===== src/rtl/instr_encode_loader_if.sv =====
// Request handshake for the instruction encoder/loader: one decoded
// RV32I instruction description per valid/ready transfer.
interface instr_encode_loader_if;
    logic        req_valid;
    logic        req_ready;
    logic [2:0]  req_kind;
    logic [4:0]  rd;
    logic [4:0]  rs1;
    logic [4:0]  rs2;
    logic [2:0]  funct3;
    logic [6:0]  funct7;
    logic [20:0] imm;

    modport master (
        output req_valid, req_kind, rd, rs1, rs2,
        output funct3, funct7, imm,
        input  req_ready
    );

    modport slave (
        input  req_valid, req_kind, rd, rs1, rs2,
        input  funct3, funct7, imm,
        output req_ready
    );
endinterface


===== src/rtl/instr_encode_loader.sv =====
// Packs decoded instruction fields into RV32I words, range-checks the
// immediate and streams accepted words into imem at consecutive addresses.
module instr_encode_loader #(
    parameter int ADDR_W = 8
) (
    input  logic                  clk,
    input  logic                  rst,
    input  logic                  clear,
    instr_encode_loader_if.slave  req,
    output logic                  imem_we,
    output logic [ADDR_W-1:0]     imem_addr,
    output logic [31:0]           imem_wdata,
    output logic [ADDR_W:0]       count,
    output logic                  full,
    output logic                  err
);

    localparam logic [ADDR_W:0]   DEPTH_V = {1'b1, {ADDR_W{1'b0}}};
    localparam logic [ADDR_W:0]   CNT_ONE = 1;
    localparam logic [ADDR_W-1:0] ADR_ONE = 1;

    localparam logic [6:0] OP_R      = 7'b0110011;
    localparam logic [6:0] OP_LOAD   = 7'b0000011;
    localparam logic [6:0] OP_ALUI   = 7'b0010011;
    localparam logic [6:0] OP_STORE  = 7'b0100011;
    localparam logic [6:0] OP_BRANCH = 7'b1100011;
    localparam logic [6:0] OP_JAL    = 7'b1101111;

    typedef enum logic [1:0] {
        IDLE,
        ENC,
        WRITE,
        FULL
    } state_t;

    state_t            state_q, state_d;
    logic [2:0]        kind_q, kind_d;
    logic [4:0]        rd_q, rd_d;
    logic [4:0]        rs1_q, rs1_d;
    logic [4:0]        rs2_q, rs2_d;
    logic [2:0]        f3_q, f3_d;
    logic [6:0]        f7_q, f7_d;
    logic [20:0]       imm_q, imm_d;
    logic [ADDR_W-1:0] addr_q, addr_d;
    logic [ADDR_W:0]   count_q, count_d;
    logic              err_q, err_d;
    logic [31:0]       wdata_q, wdata_d;

    logic [31:0] word;
    logic        word_ok;
    logic        fits12;
    logic        fits13;
    logic        is_r, is_ld, is_ai, is_st, is_br, is_jal;
    logic        full_w;
    logic        ready_w;
    logic        we_w;

    assign is_r   = (kind_q == 3'd0);
    assign is_ld  = (kind_q == 3'd1);
    assign is_ai  = (kind_q == 3'd2);
    assign is_st  = (kind_q == 3'd3);
    assign is_br  = (kind_q == 3'd4);
    assign is_jal = (kind_q == 3'd5);

    // Sign-extension tests: every bit above the field width equals the sign.
    assign fits12 = (&imm_q[20:11]) | ~(|imm_q[20:11]);
    assign fits13 = (&imm_q[20:12]) | ~(|imm_q[20:12]);

    always_comb begin
        word    = '0;
        word_ok = 1'b0;
        unique case (1'b1)
            is_r: begin
                word    = {f7_q, rs2_q, rs1_q, f3_q, rd_q, OP_R};
                word_ok = 1'b1;
            end
            is_ld: begin
                word    = {imm_q[11:0], rs1_q, f3_q, rd_q, OP_LOAD};
                word_ok = fits12;
            end
            is_ai: begin
                word    = {imm_q[11:0], rs1_q, f3_q, rd_q, OP_ALUI};
                word_ok = fits12;
            end
            is_st: begin
                word    = {imm_q[11:5], rs2_q, rs1_q, f3_q,
                           imm_q[4:0], OP_STORE};
                word_ok = fits12;
            end
            is_br: begin
                word    = {imm_q[12], imm_q[10:5], rs2_q, rs1_q, f3_q,
                           imm_q[4:1], imm_q[11], OP_BRANCH};
                word_ok = fits13 & ~imm_q[0];
            end
            is_jal: begin
                word    = {imm_q[20], imm_q[10:1], imm_q[11],
                           imm_q[19:12], rd_q, OP_JAL};
                word_ok = ~imm_q[0];
            end
            default: begin
                word    = '0;
                word_ok = 1'b0;
            end
        endcase
    end

    assign full_w = (count_q == DEPTH_V);

    always_comb begin
        state_d = state_q;
        kind_d  = kind_q;
        rd_d    = rd_q;
        rs1_d   = rs1_q;
        rs2_d   = rs2_q;
        f3_d    = f3_q;
        f7_d    = f7_q;
        imm_d   = imm_q;
        addr_d  = addr_q;
        count_d = count_q;
        err_d   = err_q;
        wdata_d = wdata_q;
        ready_w = 1'b0;
        we_w    = 1'b0;

        unique case (state_q)
            IDLE: begin
                ready_w = ~full_w;
                if (req.req_valid && ready_w) begin
                    kind_d  = req.req_kind;
                    rd_d    = req.rd;
                    rs1_d   = req.rs1;
                    rs2_d   = req.rs2;
                    f3_d    = req.funct3;
                    f7_d    = req.funct7;
                    imm_d   = req.imm;
                    state_d = ENC;
                end
            end
            ENC: begin
                if (word_ok) begin
                    wdata_d = word;
                    state_d = WRITE;
                end else begin
                    err_d   = 1'b1;
                    state_d = IDLE;
                end
            end
            WRITE: begin
                we_w    = 1'b1;
                addr_d  = addr_q + ADR_ONE;
                count_d = count_q + CNT_ONE;
                state_d = (count_d == DEPTH_V) ? FULL : IDLE;
            end
            FULL: begin
                ready_w = 1'b0;
            end
            default: begin
                state_d = IDLE;
            end
        endcase

        // Restart wins over any transfer or pending write this cycle.
        if (clear) begin
            state_d = IDLE;
            addr_d  = '0;
            count_d = '0;
            err_d   = 1'b0;
            wdata_d = '0;
            we_w    = 1'b0;
        end
    end

    always_ff @(posedge clk or posedge rst) begin
        if (rst) begin
            state_q <= IDLE;
            kind_q  <= '0;
            rd_q    <= '0;
            rs1_q   <= '0;
            rs2_q   <= '0;
            f3_q    <= '0;
            f7_q    <= '0;
            imm_q   <= '0;
            addr_q  <= '0;
            count_q <= '0;
            err_q   <= 1'b0;
            wdata_q <= '0;
        end else begin
            state_q <= state_d;
            kind_q  <= kind_d;
            rd_q    <= rd_d;
            rs1_q   <= rs1_d;
            rs2_q   <= rs2_d;
            f3_q    <= f3_d;
            f7_q    <= f7_d;
            imm_q   <= imm_d;
            addr_q  <= addr_d;
            count_q <= count_d;
            err_q   <= err_d;
            wdata_q <= wdata_d;
        end
    end

    assign req.req_ready = ready_w;
    assign imem_we       = we_w;
    assign imem_addr     = addr_q;
    assign imem_wdata    = wdata_q;
    assign count         = count_q;
    assign full          = full_w;
    assign err           = err_q;

endmodule


===== src/flat_wrapper.sv =====
// flat-port wrapper written by rule: the top's interface ports become plain ports
module instr_encode_loader_flat 
#(
    parameter int ADDR_W = 8
)
  (clk, rst, clear, imem_we, imem_addr, imem_wdata, count, full, err, req_req_valid, req_req_kind, req_rd, req_rs1, req_rs2, req_funct3, req_funct7, req_imm, req_req_ready);
  instr_encode_loader_if req_i ();
  input  logic clk;
  input  logic rst;
  input  logic clear;
  output logic imem_we;
  output logic [ADDR_W-1:0] imem_addr;
  output logic [31:0] imem_wdata;
  output logic [ADDR_W:0] count;
  output logic full;
  output logic err;
  input wire logic [$bits(req_i.req_valid)-1:0] req_req_valid;
  input wire logic [$bits(req_i.req_kind)-1:0] req_req_kind;
  input wire logic [$bits(req_i.rd)-1:0] req_rd;
  input wire logic [$bits(req_i.rs1)-1:0] req_rs1;
  input wire logic [$bits(req_i.rs2)-1:0] req_rs2;
  input wire logic [$bits(req_i.funct3)-1:0] req_funct3;
  input wire logic [$bits(req_i.funct7)-1:0] req_funct7;
  input wire logic [$bits(req_i.imm)-1:0] req_imm;
  output wire logic [$bits(req_i.req_ready)-1:0] req_req_ready;
  assign req_i.req_valid = req_req_valid;
  assign req_i.req_kind = req_req_kind;
  assign req_i.rd = req_rd;
  assign req_i.rs1 = req_rs1;
  assign req_i.rs2 = req_rs2;
  assign req_i.funct3 = req_funct3;
  assign req_i.funct7 = req_funct7;
  assign req_i.imm = req_imm;
  assign req_req_ready = req_i.req_ready;
  instr_encode_loader #(.ADDR_W(ADDR_W)) u_core (.clk(clk), .rst(rst), .clear(clear), .req(req_i), .imem_we(imem_we), .imem_addr(imem_addr), .imem_wdata(imem_wdata), .count(count), .full(full), .err(err));
endmodule

===== config.mk =====
export PLATFORM = sky130hd
export DESIGN_NAME = instr_encode_loader_flat
export DESIGN_NICKNAME = d
export VERILOG_FILES = /design/src/rtl/instr_encode_loader_if.sv /design/src/rtl/instr_encode_loader.sv /design/src/flat_wrapper.sv
export SDC_FILE = /design/constraint.sdc
export NUM_CORES = 1
export LEC_CHECK = 0
export CORE_ASPECT_RATIO = 1.2
export CORE_UTILIZATION = 54
export CTS_BUF_LIST = sky130_fd_sc_hd__clkbuf_2 sky130_fd_sc_hd__clkbuf_4 sky130_fd_sc_hd__clkbuf_8
export DETAILED_ROUTE_END_ITERATION = 16
export PLACE_DENSITY = 0.83
export SETUP_SLACK_MARGIN = 0.1
export SYNTH_ARGS = -nofsm -noshare
export SYNTH_HDL_FRONTEND = slang
export SYNTH_SLANG_ARGS = --single-unit

===== constraint.sdc =====
create_clock -name clk -period 3.8 [get_ports clk]
set_clock_uncertainty 0.2 [all_clocks]
set_input_delay 0.57 -clock clk [delete_from_list [all_inputs] [get_ports clk]]
set_output_delay 0.57 -clock clk [all_outputs]
set_load 0.1 [all_outputs]

==> results.md, run 1 <==
* Post-synthesis async set-or-reset flop share at 100.0%
* Final critical-path setup slack at 0.9456 ns
* Net count after synthesis at roughly 550
* Fin util at 68.89%
* Worst endpoint required time at 3.86 ns
* DRC errors left at 0
* Commonest register cell after synthesis: sky130_fd_sc_hd__dfrtp_1
* Portion of the post-synthesis area used by sequential elements at 46.39%
* Initial detailed-routing violation count at 275
* Average wire length per cell after detail routing at 18.26 um
* Met2 demand-to-capacity share in global routing at 41.67%
* IR drop worst, VDD at 410.9 uV
* Remaining number of nets flagged by the antenna check after routing at 0
* Number of vias per cell at around 6.0
* Cell count after synthesis at 487
* Grt total ovfl at 0
* Final Hold Vio Count at 0
* Total CTS buffers at 9
* Pre-antenna DRT Iters at 4
* Distinct cell type count of the synthesized netlist at 52
* Number of max-cap violations at 0
* Number of antenna violations at the first check in global routing at 0
* TritonCTS clock tree: done
* Detailed-route wire length at 12730 um
* Worst Hold Path Cells at 1
* Antenna cells at 0
* Area growth, synth to finish at 23.38%
* GR met1 Demand/Resource at 34.53%
* Routability Congestion at 0.8663
* Leakage power total at around 2.7 nW
* Overall track demand over capacity in global routing at 25.87%
* Total placed instance area at approximately 6400 sq um
* Power density over the cells at 652.9 nW/um^2
* Netlist Area Pre-Place at approximately 5300 sq um
* Warning count from the yosys run at 0
* Fill cell count at 740
* Final std cell area, no fill at 6589 sq um
* Startpoint of the worst hold path: u_core.f3_q[1]
* Post-cts sizing count at 0
* Most frequent standard cell in the layout excluding fill and tap cells: sky130_fd_sc_hd__clkdlybuf4s50_1
* Deepest level of the CTS H-tree at 3
* Starting Density at 55.83%
* Sinks on Clock Net at 99
* Flip-flop and latch count after synthesis at 99
* Root buffer selected by CTS: sky130_fd_sc_hd__clkbuf_8
* Number of nets in the layout at 630
* CP max FO at 37
* Post-layout min period at 2.854 ns
* Slew of the pin with the lowest slew margin at 1.288 ns
* Setup repair after global routing missed its margin: false
* Reg-to-reg critical path startpoint: u_core.kind_q[1]
* Pin count of the biggest net entering global routing at 62
* Final setup violation count at 0
* Maximum number of buffers from clock root to sink at 2
* Mean instance size in the synthesized netlist at 10.97 sq um
* X dimension of the die at around 90 um
* GR peak layer: met2
* Core Area at 9564 sq um
* Relative slew slack at 14.11%
* Hold endpoint: u_core.f3_q[1]
* Run status: complete, no violations
* Setup slack, reg-to-reg at between 0.9 and 1 ns
* Hold Buf Count CTS at 0
* Insertion delay to the later sink of the worst-skew pair at 0.36 ns
* Post CTS Setup Buffer Count at 0
* Kind of end point of the critical path: register
* Port buffer count at about 110
* Total die area at 10290 sq um
* Worst setup timing slack at the placement stage at roughly 1.0 ns
* Layout cells sized above 1 at 11.15%
* Total negative slack at 0 ns
* FP Rows at 39
* Most used cells in the layout excluding fill and tap cells: 101 x sky130_fd_sc_hd__clkdlybuf4s50_1, 99 x sky130_fd_sc_hd__dfrtp_1, 50 x sky130_fd_sc_hd__mux2_1
* Power after layout at approximately 0.0043 W
* Via count of the first global-routing pass at just over 4k
* Startpoint types: register
* Total area of multi-input combinational cells at 2515 sq um
* Number of pins exceeding their max-slew limit in the final report at 0
* Worst min-delay path class: reg2reg
* Cells on worst reg2reg path at 6
* Category of the critical setup timing path: reg2reg
* Data arrival, critical path at 2.91 ns
* Routed via count at 4155
* Number of flops mapped to enable cells by yosys at 0
* Vertical die dimension at 110.9 um
* Maximum frequency from static timing analysis at 350.3 MHz
* Period utilisation layout at approximately 75%
* CTS clk-pin slew, worst paths at around 0.090 ns
* Half-perimeter wire length of the detailed placement result at 9223 um
* Area used by sequential logic in the layout at 2477 sq um
* Number of I/O pins at about 110
* Endpoint of the worst-slack reg-to-reg timing path: u_core.imem_wdata[28]
* Global-route wire length before repair at between 20000 and 25000 um
* Global-route met3 utilization at around 3.6%
## Yosys cell counts (4+ instances only)
cell                        instances  share of area (%)
sky130_fd_sc_hd__clkbuf_1          24                1.7
sky130_fd_sc_hd__ha_1               7                1.6
sky130_fd_sc_hd__nor3_1             5               0.47
sky130_fd_sc_hd__a211oi_2          28                6.6
sky130_fd_sc_hd__nand3_1            8               0.75
sky130_fd_sc_hd__o2bb2ai_1          6               0.98
sky130_fd_sc_hd__xnor2_1            5               0.82
sky130_fd_sc_hd__buf_2              8               0.75
sky130_fd_sc_hd__nand4_1           10                1.2
sky130_fd_sc_hd__o22ai_1           17                2.0
sky130_fd_sc_hd__and3_1             6               0.70
sky130_fd_sc_hd__mux2i_1           14                2.6
sky130_fd_sc_hd__or3_1              4               0.47
sky130_fd_sc_hd__a2bb2oi_1          9                1.5
sky130_fd_sc_hd__nor2b_1           11                1.3
sky130_fd_sc_hd__a31oi_1            7               0.82
sky130_fd_sc_hd__a21oi_1            9               0.84
sky130_fd_sc_hd__nand2_1           13               0.91
sky130_fd_sc_hd__a211oi_1          19                2.7
sky130_fd_sc_hd__mux2_1            50                 11
sky130_fd_sc_hd__nor2_1            23                1.6
sky130_fd_sc_hd__inv_1             38                2.7
sky130_fd_sc_hd__xor2_1            13                2.1
sky130_fd_sc_hd__dfrtp_1           99                 46
sky130_fd_sc_hd__buf_1              4               0.28
sky130_fd_sc_hd__a22oi_1           11                1.5
sky130_fd_sc_hd__o21ai_0            4               0.37
## final cells by class
| type | instances | share of cell area (%) |
|---|---|---|
| Multi-Input combinational cell | 306 | 38.17 |
| Inverter | 39 | 2.260 |
| Clock buffer | 11 | 2.108 |
| Timing Repair Buffer | 115 | 17.09 |
| Clock inverter | 4 | 0.4368 |
| Tap cell | 123 | 2.336 |
| Sequential cell | 99 | 37.60 |
## registers in the layout (all words and copies together), names as in the netlist
register           count
u_core.imem_wdata     30
u_core.imm_q          21
u_core.count           9
u_core.imem_addr       8
u_core.f7_q            7
u_core.rd_q            5
u_core.rs1_q           5
u_core.rs2_q           5
u_core.f3_q            3
u_core.kind_q          3
u_core.state_q         2
u_core.err             1
## worst max-delay path, stage by stage, from the launching register on
cell	delay, ns
sky130_fd_sc_hd__dfrtp_1	0.36
sky130_fd_sc_hd__buf_4	0.34
sky130_fd_sc_hd__nor2b_1	0.13
sky130_fd_sc_hd__nand3b_1	0.19
sky130_fd_sc_hd__and3_1	1.06
sky130_fd_sc_hd__a211oi_1	0.19
sky130_fd_sc_hd__a211oi_1	0.27
## routing by layer
layer	wire length [um]	vias to the layer above
li1	-	1933
met4	401	0
met5	0	-
met1	5392	2069
met2	6323	126
met3	612	27
## cell families (layout without fill, tap and decap cells)
family / count (synthesis) / after routing / synth area share (%)
compound gates: 127 / 127 / 20.08
flops: 99 / 99 / 46.39
simple gates: 90 / 90 / 8.740
buf+inv: 82 / 169 / 7.029
mux: 64 / 64 / 13.17
xor+xnor: 18 / 18 / 2.952
fa+ha+maj: 7 / 7 / 1.640
## per-stage QoR
stage	std cells	hold WS (ns)
2_1_floorplan	487	0.2642
3_3_place_gp	682	0.2785
3_5_place_dp	682	0.2853
4_1_cts	697	0.3055
5_1_grt	697	0.3285
6_report	697	0.3022
## worst max path at each step
stage	from	endpoint	slack [ns]	depth (start not counted)
after floorplan	u_core.count[3]	req_req_ready	0.15	4
after global placement	u_core.kind_q[1]	u_core.imem_wdata[28]	1.11	5
after detailed placement	u_core.kind_q[1]	u_core.imem_wdata[28]	1.03	6
after CTS	u_core.count[2]	count[2]	0.94	1
after global routing	u_core.kind_q[1]	u_core.imem_wdata[28]	0.74	6
final	u_core.kind_q[1]	u_core.imem_wdata[28]	0.95	6
## power by group
group	switching, W	internal [W]	total [W]
clock	0.000360	0.000250	0.000609
combinational	0.00141	0.000725	0.00213
sequential	0.000240	0.00132	0.00156
No activity file was read; power rests on OpenSTA's default activity.
==> run 2, diff against run 1 <==
--- a/config.mk
+++ b/config.mk
@@ -6,10 +6,10 @@
 export NUM_CORES = 1
 export LEC_CHECK = 0
 export CORE_ASPECT_RATIO = 1.2
-export CORE_UTILIZATION = 54
+export CORE_UTILIZATION = 49
 export CTS_BUF_LIST = sky130_fd_sc_hd__clkbuf_2 sky130_fd_sc_hd__clkbuf_4 sky130_fd_sc_hd__clkbuf_8
 export DETAILED_ROUTE_END_ITERATION = 16
-export PLACE_DENSITY = 0.83
+export PLACE_DENSITY = 0.79
 export SETUP_SLACK_MARGIN = 0.1
 export SYNTH_ARGS = -nofsm -noshare
 export SYNTH_HDL_FRONTEND = slang
==> constraint.sdc (replaced) <==
create_clock -name clk -period 2.4 [get_ports clk]
set_clock_uncertainty 0.2 [all_clocks]
set_input_delay 0.36 -clock clk [delete_from_list [all_inputs] [get_ports clk]]
set_output_delay 0.36 -clock clk [all_outputs]
set_load 0.1 [all_outputs]
==> run 2 against run 1 <==
- the flow now finishes with violations (setup timing)
- sequential power rose by 57%
- critical path depth is 2 lower
- clock power increased by 92%
- die area increased by 10%
- sequential cell count is the same
- combinational power rose by 68%
- first-iteration DRC count is 22% lower
- hold slack worse by 0.20 ns
- cell area up 4.1%
==> results.md, run 2 (synthesis gave the netlist of run 1 again) <==
* Biggest cell delay along the critical path at 0.55 ns (-0.51 ns)
* Final setup violation count at 25 (+25)
* Final Hold Vio Count at 0 (unchanged)
* Final critical-path setup slack at -0.02697 ns (-0.9725 ns)
* Worst min-delay path class: in2async
* Period utilisation layout at 101.1%
* Most used cells in the layout excluding fill and tap cells: 93 x sky130_fd_sc_hd__dfrtp_1, 74 x sky130_fd_sc_hd__buf_4, 51 x sky130_fd_sc_hd__clkdlybuf4s50_1
* Overall track demand over capacity in global routing at 23.49% (-2.4 points)
* Detailed-route wire length at 12960 um (+1.8%)
* Setup slack, reg-to-reg at -0.02 ns (-0.97 ns)
* Final Non-Filler Cells at 726 (+4.2%)
* Post-layout min period at 2.427 ns
* Routed via count at 4185 (+0.72%)
* Maximum number of buffers from clock root to sink at 2 (unchanged)
* Initial detailed-routing violation count at 215 (-22%)
* # placed instances at 704 (+3.2%)
* Core Area at 10570 sq um (+10%)
* Starting Density at 50.53% (-5.3 points)
* Hold Buf Count CTS at 0 (unchanged)
* Worst endpoint required time at 1.84 ns (-2.02 ns)
* Setup repair after global routing missed its margin: true
* Pre-antenna DRT Iters at 4 (unchanged)
* CTS clk-pin slew, worst paths at 0.10 ns (about the same)
* Leakage power total at 2.944 nW (+11%)
* FP Rows at 41 (+5.1%)
* Remaining number of nets flagged by the antenna check after routing at 0 (unchanged)
* Deepest level of the CTS H-tree at 3 (unchanged)
* Routability Congestion at 0.8746 (+0.96%)
* Pin count of the biggest net entering global routing at 46 (-26%)
* Average wire length per cell after detail routing at 17.86 um (-2.2%)
* Total CTS buffers at 9 (unchanged)
* X dimension of the die at 97.30 um (+4.9%)
* Power density over the cells at 1048 nW/um^2 (+61%)
* TritonCTS clock tree: done
* Maximum frequency from static timing analysis at 412.0 MHz
* Number of vias per cell at 5.764 (-3.3%)
* Number of antenna violations at the first check in global routing at 0 (unchanged)
* Flip-flop count of the largest register after layout at 30 (unchanged)
* Power after layout at 0.007193 W (+67%)
* Most frequent standard cell in the layout excluding fill and tap cells: sky130_fd_sc_hd__dfrtp_1
* Number of max-cap violations at 0 (unchanged)
* Data arrival, critical path at 1.87 ns (-1.04 ns)
* Total die area at 11320 sq um (+10%)
* Antenna cells at 0 (unchanged)
* Sinks on Clock Net at 99 (unchanged)
* Vertical die dimension at 116.4 um (+4.9%)
* Slew of the pin with the lowest slew margin at 0.5264 ns (-0.7619 ns)
* DRC errors left at 0 (unchanged)
* WHS at 0.1061 ns (-0.1961 ns)
* Number of I/O pins at 106 (unchanged)
* Half-perimeter wire length of the detailed placement result at 9038 um (-2.0%)
* Via count of the first global-routing pass at 4223 (+2.6%)
* Failing checks: setup timing
* IR drop worst, VDD at 498.7 uV (+21%)
* Port buffer count at 105 (unchanged)
* Category of the critical setup timing path: reg2out
* Startpoint types: register
* Relative slew slack at 64.77% (+51 points)
* Number of nets in the layout at 652 (+3.5%)
* CP max FO at 2 (-95%)
* Area growth, synth to finish at 28.49%
* Chain of cells forming the critical path: or4_4 > nor3_4 > nor2b_4 > buf_12
* Number of pins exceeding their max-slew limit in the final report at 0 (unchanged)
* Global-route wire length before repair at 21050 um (+1.5%)
* Layout cells sized above 1 at 26.13% (+15 points)
* Root buffer selected by CTS: sky130_fd_sc_hd__clkbuf_8
* Run status: finished with violations
* Grt total ovfl at 0 (unchanged)
* Kind of end point of the critical path: output port
* Slowest stage cell on the critical path: sky130_fd_sc_hd__or4_4
* Insertion delay to the later sink of the worst-skew pair at 0.38 ns (+0.02 ns)
[run 2: changes by cell type in the layout (fill, tap and decap cells not counted), moves of 2 or more]
cell,change
sky130_fd_sc_hd__and3_4,+2
sky130_fd_sc_hd__buf_12,+6
sky130_fd_sc_hd__buf_4,+62
sky130_fd_sc_hd__mux2_4,+6
sky130_fd_sc_hd__mux2_1,-6
sky130_fd_sc_hd__dfrtp_1,-6
sky130_fd_sc_hd__buf_6,+2
sky130_fd_sc_hd__clkbuf_8,+3
sky130_fd_sc_hd__dfrtp_2,+6
sky130_fd_sc_hd__clkdlybuf4s50_1,-50
sky130_fd_sc_hd__nor2b_4,+2
[run 2: timing repair]
| action | CTS | global route |
|---|---|---|
| cloned | 0 | 2 |
| endpoints found under the setup margin | 28 | 74 |
| setup buffers | 2 | 2 |
| pin swaps | 2 | 0 |
| resized for setup | 3 | 10 |
[run 2: critical path: cells and delay by family (launching register included)]
family / cells / cell delay, ns
buffers and inverters: 1 / 0.17
and+or+nand+nor: 3 / 0.89
DFF: 1 / 0.43
[run 2: cell type report]
class	instances	area [sq um]
inverters	39	150.1
clock buffers	13	172.7
repair buffers	136	1259
flip-flops and latches	99	2485
well taps	129	161.4
multi-input cells	307	2589
fillers	823	3706
clock inverters	3	45.04
[run 2: final timing paths]
check                                  endpoint            start  cells past startpoint
min                            u_core.imm_q[14]              rst                      2
max in group asynchronous      u_core.imm_q[18]              rst                      3
min in group clk           u_core.imem_wdata[5]            clear                      4
max                               req_req_ready  u_core.count[6]                      4
max reg2reg                    u_core.imm_q[15]  u_core.count[6]                      6
min reg2reg                     u_core.rs1_q[1]  u_core.rs1_q[1]                      1
[run 2: stage by stage]
step	instance area, sq um	utilization [%]	TNS (ns)	setup slack (ns)
after floorplan	5410	-	-10.44	-0.6824
after global placement	6529	61.78	0	0.1108
after detailed placement	6529	61.78	-0.01743	-0.01743
after CTS	6777	64.13	-0.02763	-0.02301
after global routing	6862	64.93	-2.000	-0.07574
final	6862	64.93	-0.2565	-0.02697
[run 2: per-layer routing]
metal	up-vias	GRT usage, %	routed length [um]
met2	108	40.09	6423
met4	0	9.510	286
met1	2083	30.00	5639
met3	18	4.129	614
li1	1976	-	-
met5	-	0	0
[run 2: power by group]
| group | internal [W] | switching [W] |
|---|---|---|
| clock network | 0.000580 | 0.000590 |
| registers | 0.00209 | 0.000358 |
| logic | 0.00131 | 0.00226 |
| total | 0.00398 | 0.00321 |
==> run 3, diff against run 2 <==
--- a/config.mk
+++ b/config.mk
@@ -6,10 +6,11 @@
 export NUM_CORES = 1
 export LEC_CHECK = 0
 export CORE_ASPECT_RATIO = 1.2
-export CORE_UTILIZATION = 49
+export CORE_MARGIN = 10
+export CORE_UTILIZATION = 54
 export CTS_BUF_LIST = sky130_fd_sc_hd__clkbuf_2 sky130_fd_sc_hd__clkbuf_4 sky130_fd_sc_hd__clkbuf_8
 export DETAILED_ROUTE_END_ITERATION = 16
-export PLACE_DENSITY = 0.79
+export PLACE_DENSITY = 0.83
 export SETUP_SLACK_MARGIN = 0.1
 export SYNTH_ARGS = -nofsm -noshare
 export SYNTH_HDL_FRONTEND = slang
==> constraint.sdc (replaced) <==
create_clock -name clk -period 2.68 [get_ports clk]
set_clock_uncertainty 0.2 [all_clocks]
set_input_delay 0.402 -clock clk [delete_from_list [all_inputs] [get_ports clk]]
set_output_delay 0.402 -clock clk [all_outputs]
set_load 0.1 [all_outputs]
==> run 3 against run 2 <==
- the flow now finishes without violations
- global-route usage decreased by 4.4 points
- clock-buffer cell count down 1
- critical path depth unchanged
- sequential power down 9.8%
- core utilization up 5.6 points
- register-to-register slack better by 0.19 ns
- hold slack better by 0.13 ns
- critical path type unchanged
==> results.md, run 3 (synthesis gave the netlist of run 1 again) <==
* Final Hold Vio Count at 0 (unchanged)
* Total CTS buffers at 9 (unchanged)
* Via count of the first global-routing pass at 4336 (+2.7%)
* Area growth, synth to finish at 26.97%
* Leakage power total at 2.900 nW (-1.5%)
* IR drop worst, VDD at 448.5 uV (-10%)
* Global-route wire length before repair at 22360 um (+6.3%)
* Deepest level of the CTS H-tree at 3 (unchanged)
* Switching Fraction at 44.52% (-0.076 points)
* Endpoint of the worst-slack reg-to-reg timing path: u_core.f7_q[6]
* Relative slew slack at 56.45% (-8.3 points)
* Flip-flop count of the largest register after layout at 30 (unchanged)
* Worst endpoint required time at 2.08 ns (+0.24 ns)
* Most frequent standard cell in the layout excluding fill and tap cells: sky130_fd_sc_hd__dfrtp_1
* Power after layout at 0.006377 W (-11%)
* CTS clk-pin slew, worst paths at 0.08 ns (-0.02 ns)
* Most used cells in the layout excluding fill and tap cells: 95 x sky130_fd_sc_hd__dfrtp_1, 74 x sky130_fd_sc_hd__buf_4, 51 x sky130_fd_sc_hd__clkdlybuf4s50_1
* Initial detailed-routing violation count at 216 (+0.47%)
* Grt total ovfl at 0 (unchanged)
* Fill cell count at 697 (-15%)
* Insertion delay to the later sink of the worst-skew pair at 0.38 ns (about the same)
* Critical path's top delay family: simple AND/OR/NAND/NOR gates
* Detailed-route wire length at 14190 um (+9.4%)
* Remaining number of nets flagged by the antenna check after routing at 0 (unchanged)
* Fin util at 70.53% (+5.6 points)
* Starting Density at 55.55% (+5.0 points)
* Total placed instance area at 6449 sq um (-1.2%)
* Number of I/O pins at 106 (unchanged)
* Gate power share at 48.6% (-1.0 points)
* Hold Buf Count CTS at 0 (unchanged)
* Port buffer count at 105 (unchanged)
* Maximum number of buffers from clock root to sink at 2 (unchanged)
* Number of nets in the layout at 649 (-0.46%)
* Number of max-cap violations at 0 (unchanged)
* Total area of multi-input combinational cells at 2560 sq um (-1.1%)
* Number of pins exceeding their max-slew limit in the final report at 0 (unchanged)
* Startpoint types: register
* Pin count of the biggest net entering global routing at 50 (+8.7%)
* Sinks on Clock Net at 99 (unchanged)
* Data arrival, critical path at 1.92 ns (+0.05 ns)
* Maximum frequency from static timing analysis at 396.3 MHz
* Reg-to-reg critical path startpoint: u_core.count[6]
* Half-perimeter wire length of the detailed placement result at 10070 um (+11%)
* Power dissipated by switching net loads at 0.002839 W (-11%)
* Total die area at 14280 sq um (+26%)
* Worst min-delay path class: in2async
* Routed via count at 4217 (+0.76%)
* Setup slack, reg-to-reg at 0.17 ns (+0.19 ns)
* DRC errors left at 0 (unchanged)
* TritonCTS clock tree: done
* Final Non-Filler Cells at 715 (-1.5%)
* Biggest cell delay along the critical path at 0.57 ns (+0.02 ns)
* Routability Congestion at 0.8639 (-1.2%)
* Chain of cells forming the critical path: or4_4 > nor3_4 > nor2b_4 > buf_12
* Clk network pwr share at 16.7% (+0.4 points)
* Slowest stage cell on the critical path: sky130_fd_sc_hd__or4_4
* Pre-antenna DRT Iters at 4 (unchanged)
* Period utilisation layout at 94.15%
* Average wire length per cell after detail routing at 19.84 um (+11%)
* Final setup violation count at 0 (-100%)
* Number of vias per cell at 5.898 (+2.3%)
* Cells on worst reg2reg path at 5 (-1)
* Final critical-path setup slack at 0.1567 ns (+0.1836 ns)
* # placed instances at 690 (-2.0%)
* Layout cells sized above 1 at 23.65% (-2.5 points)
* Category of the critical setup timing path: reg2out
* Setup repair after global routing missed its margin: false
* Power density over the cells at 940.5 nW/um^2 (-10%)
* Post-layout min period at 2.523 ns
* Slew of the pin with the lowest slew margin at 0.6509 ns (+0.1245 ns)
* Vertical die dimension at 128.9 um (+11%)
* Overall track demand over capacity in global routing at 19.11% (-4.4 points)
* Int Power at 0.003537 W (-11%)
* Area used by sequential logic in the layout at 2482 sq um (-0.10%)
* Final std cell area, no fill at 6780 sq um (-1.2%)
* FP Rows at 39 (-4.9%)
* Sequential cell fraction of total power at 34.6% (+0.5 points)
* Buffers plus inverters on the worst setup path at 1 (unchanged)
* Root buffer selected by CTS: sky130_fd_sc_hd__clkbuf_8
* X dimension of the die at 110.8 um (+14%)
* CP max FO at 5 (+3)
* Worst setup timing slack at the placement stage at 0.01941 ns (+0.03684 ns)
* Number of antenna violations at the first check in global routing at 0 (unchanged)
* Core Area at 9613 sq um (-9.0%)
* Kind of end point of the critical path: output port
* Antenna cells at 0 (unchanged)
* Run status: complete, no violations
-- run 3: cell count changes in the layout (fill, tap and decap cells not counted), moves of 2 or more --
| cell | before | now |
|---|---|---|
| sky130_fd_sc_hd__buf_6 | 2 | 0 |
| sky130_fd_sc_hd__dfrtp_1 | 93 | 95 |
| sky130_fd_sc_hd__dfrtp_2 | 6 | 4 |
| sky130_fd_sc_hd__mux2_1 | 44 | 50 |
| sky130_fd_sc_hd__mux2_4 | 6 | 0 |
| sky130_fd_sc_hd__o21ai_4 | 0 | 2 |
-- run 3: area by class of cell --
type | count | share of cell area (%)
Clock buffer | 12 | 2.344
Sequential cell | 99 | 36.61
Clock inverter | 2 | 0.8858
Tap cell | 123 | 2.270
Timing Repair Buffer | 133 | 17.86
Inverter | 39 | 2.270
Multi-Input combinational cell | 307 | 37.76
-- run 3: worst max path at each step --
stage                startpoint                    end  slack (ns)  depth (start not counted)
2_1_floorplan   u_core.count[3]          req_req_ready       -0.44                          4
3_3_place_gp   u_core.kind_q[1]  u_core.imem_wdata[18]        0.14                          6
3_5_place_dp   u_core.kind_q[0]  u_core.imem_wdata[28]        0.02                          7
4_1_cts        u_core.kind_q[1]  u_core.imem_wdata[17]        0.14                          6
5_1_grt         u_core.count[6]          req_req_ready        0.09                          4
6_report        u_core.count[6]          req_req_ready        0.16                          4
-- run 3: per-layer routing --
metal / part of all wire, % / GRT usage, % / up-vias
li1: - / - / 1972
met1: 42 / 23.19 / 2082
met2: 50 / 31.98 / 134
met3: 5.4 / 4.091 / 29
met4: 2.9 / 8.819 / 0
met5: 0 / 0 / -
-- run 3: worst register-to-register path, cell delays in order, from the launching register on --
cell	delay (ns)
sky130_fd_sc_hd__dfrtp_2	0.44
sky130_fd_sc_hd__or4_4	0.57
sky130_fd_sc_hd__buf_4	0.16
sky130_fd_sc_hd__o311ai_4	0.31
sky130_fd_sc_hd__buf_12	0.32
sky130_fd_sc_hd__mux2_1	0.40
-- run 3: stage by stage --
stage / TNS, ns / hold slack, ns
finish: 0 / 0.2375
global route: 0 / 0.2814
CTS: 0 / 0.2491
detailed placement: 0 / 0.2835
global placement: 0 / 0.2806
floorplan: -0.5617 / 0.2642
-- run 3: power groups by stage --
| stage | sequential, W | clock (W) | combinational (W) |
|---|---|---|---|
| floorplan | 0.00281 | 0 | 0.00171 |
| global placement | 0.00220 | 0 | 0.00298 |
| detailed placement | 0.00223 | 0 | 0.00305 |
| CTS | 0.00220 | 0.00107 | 0.00308 |
| global route | 0.00225 | 0.00114 | 0.00331 |
| finish | 0.00221 | 0.00107 | 0.00310 |
-- run 3: repair_timing --
item / in CTS / in global routing
pin swaps: 2 / 3
setup endpoints to repair: 30 / 22
gates resized for setup: 2 / 2
endpoints found under the hold margin: 0 / 0
setup buffers: 0 / 10
cloned: 1 / 0
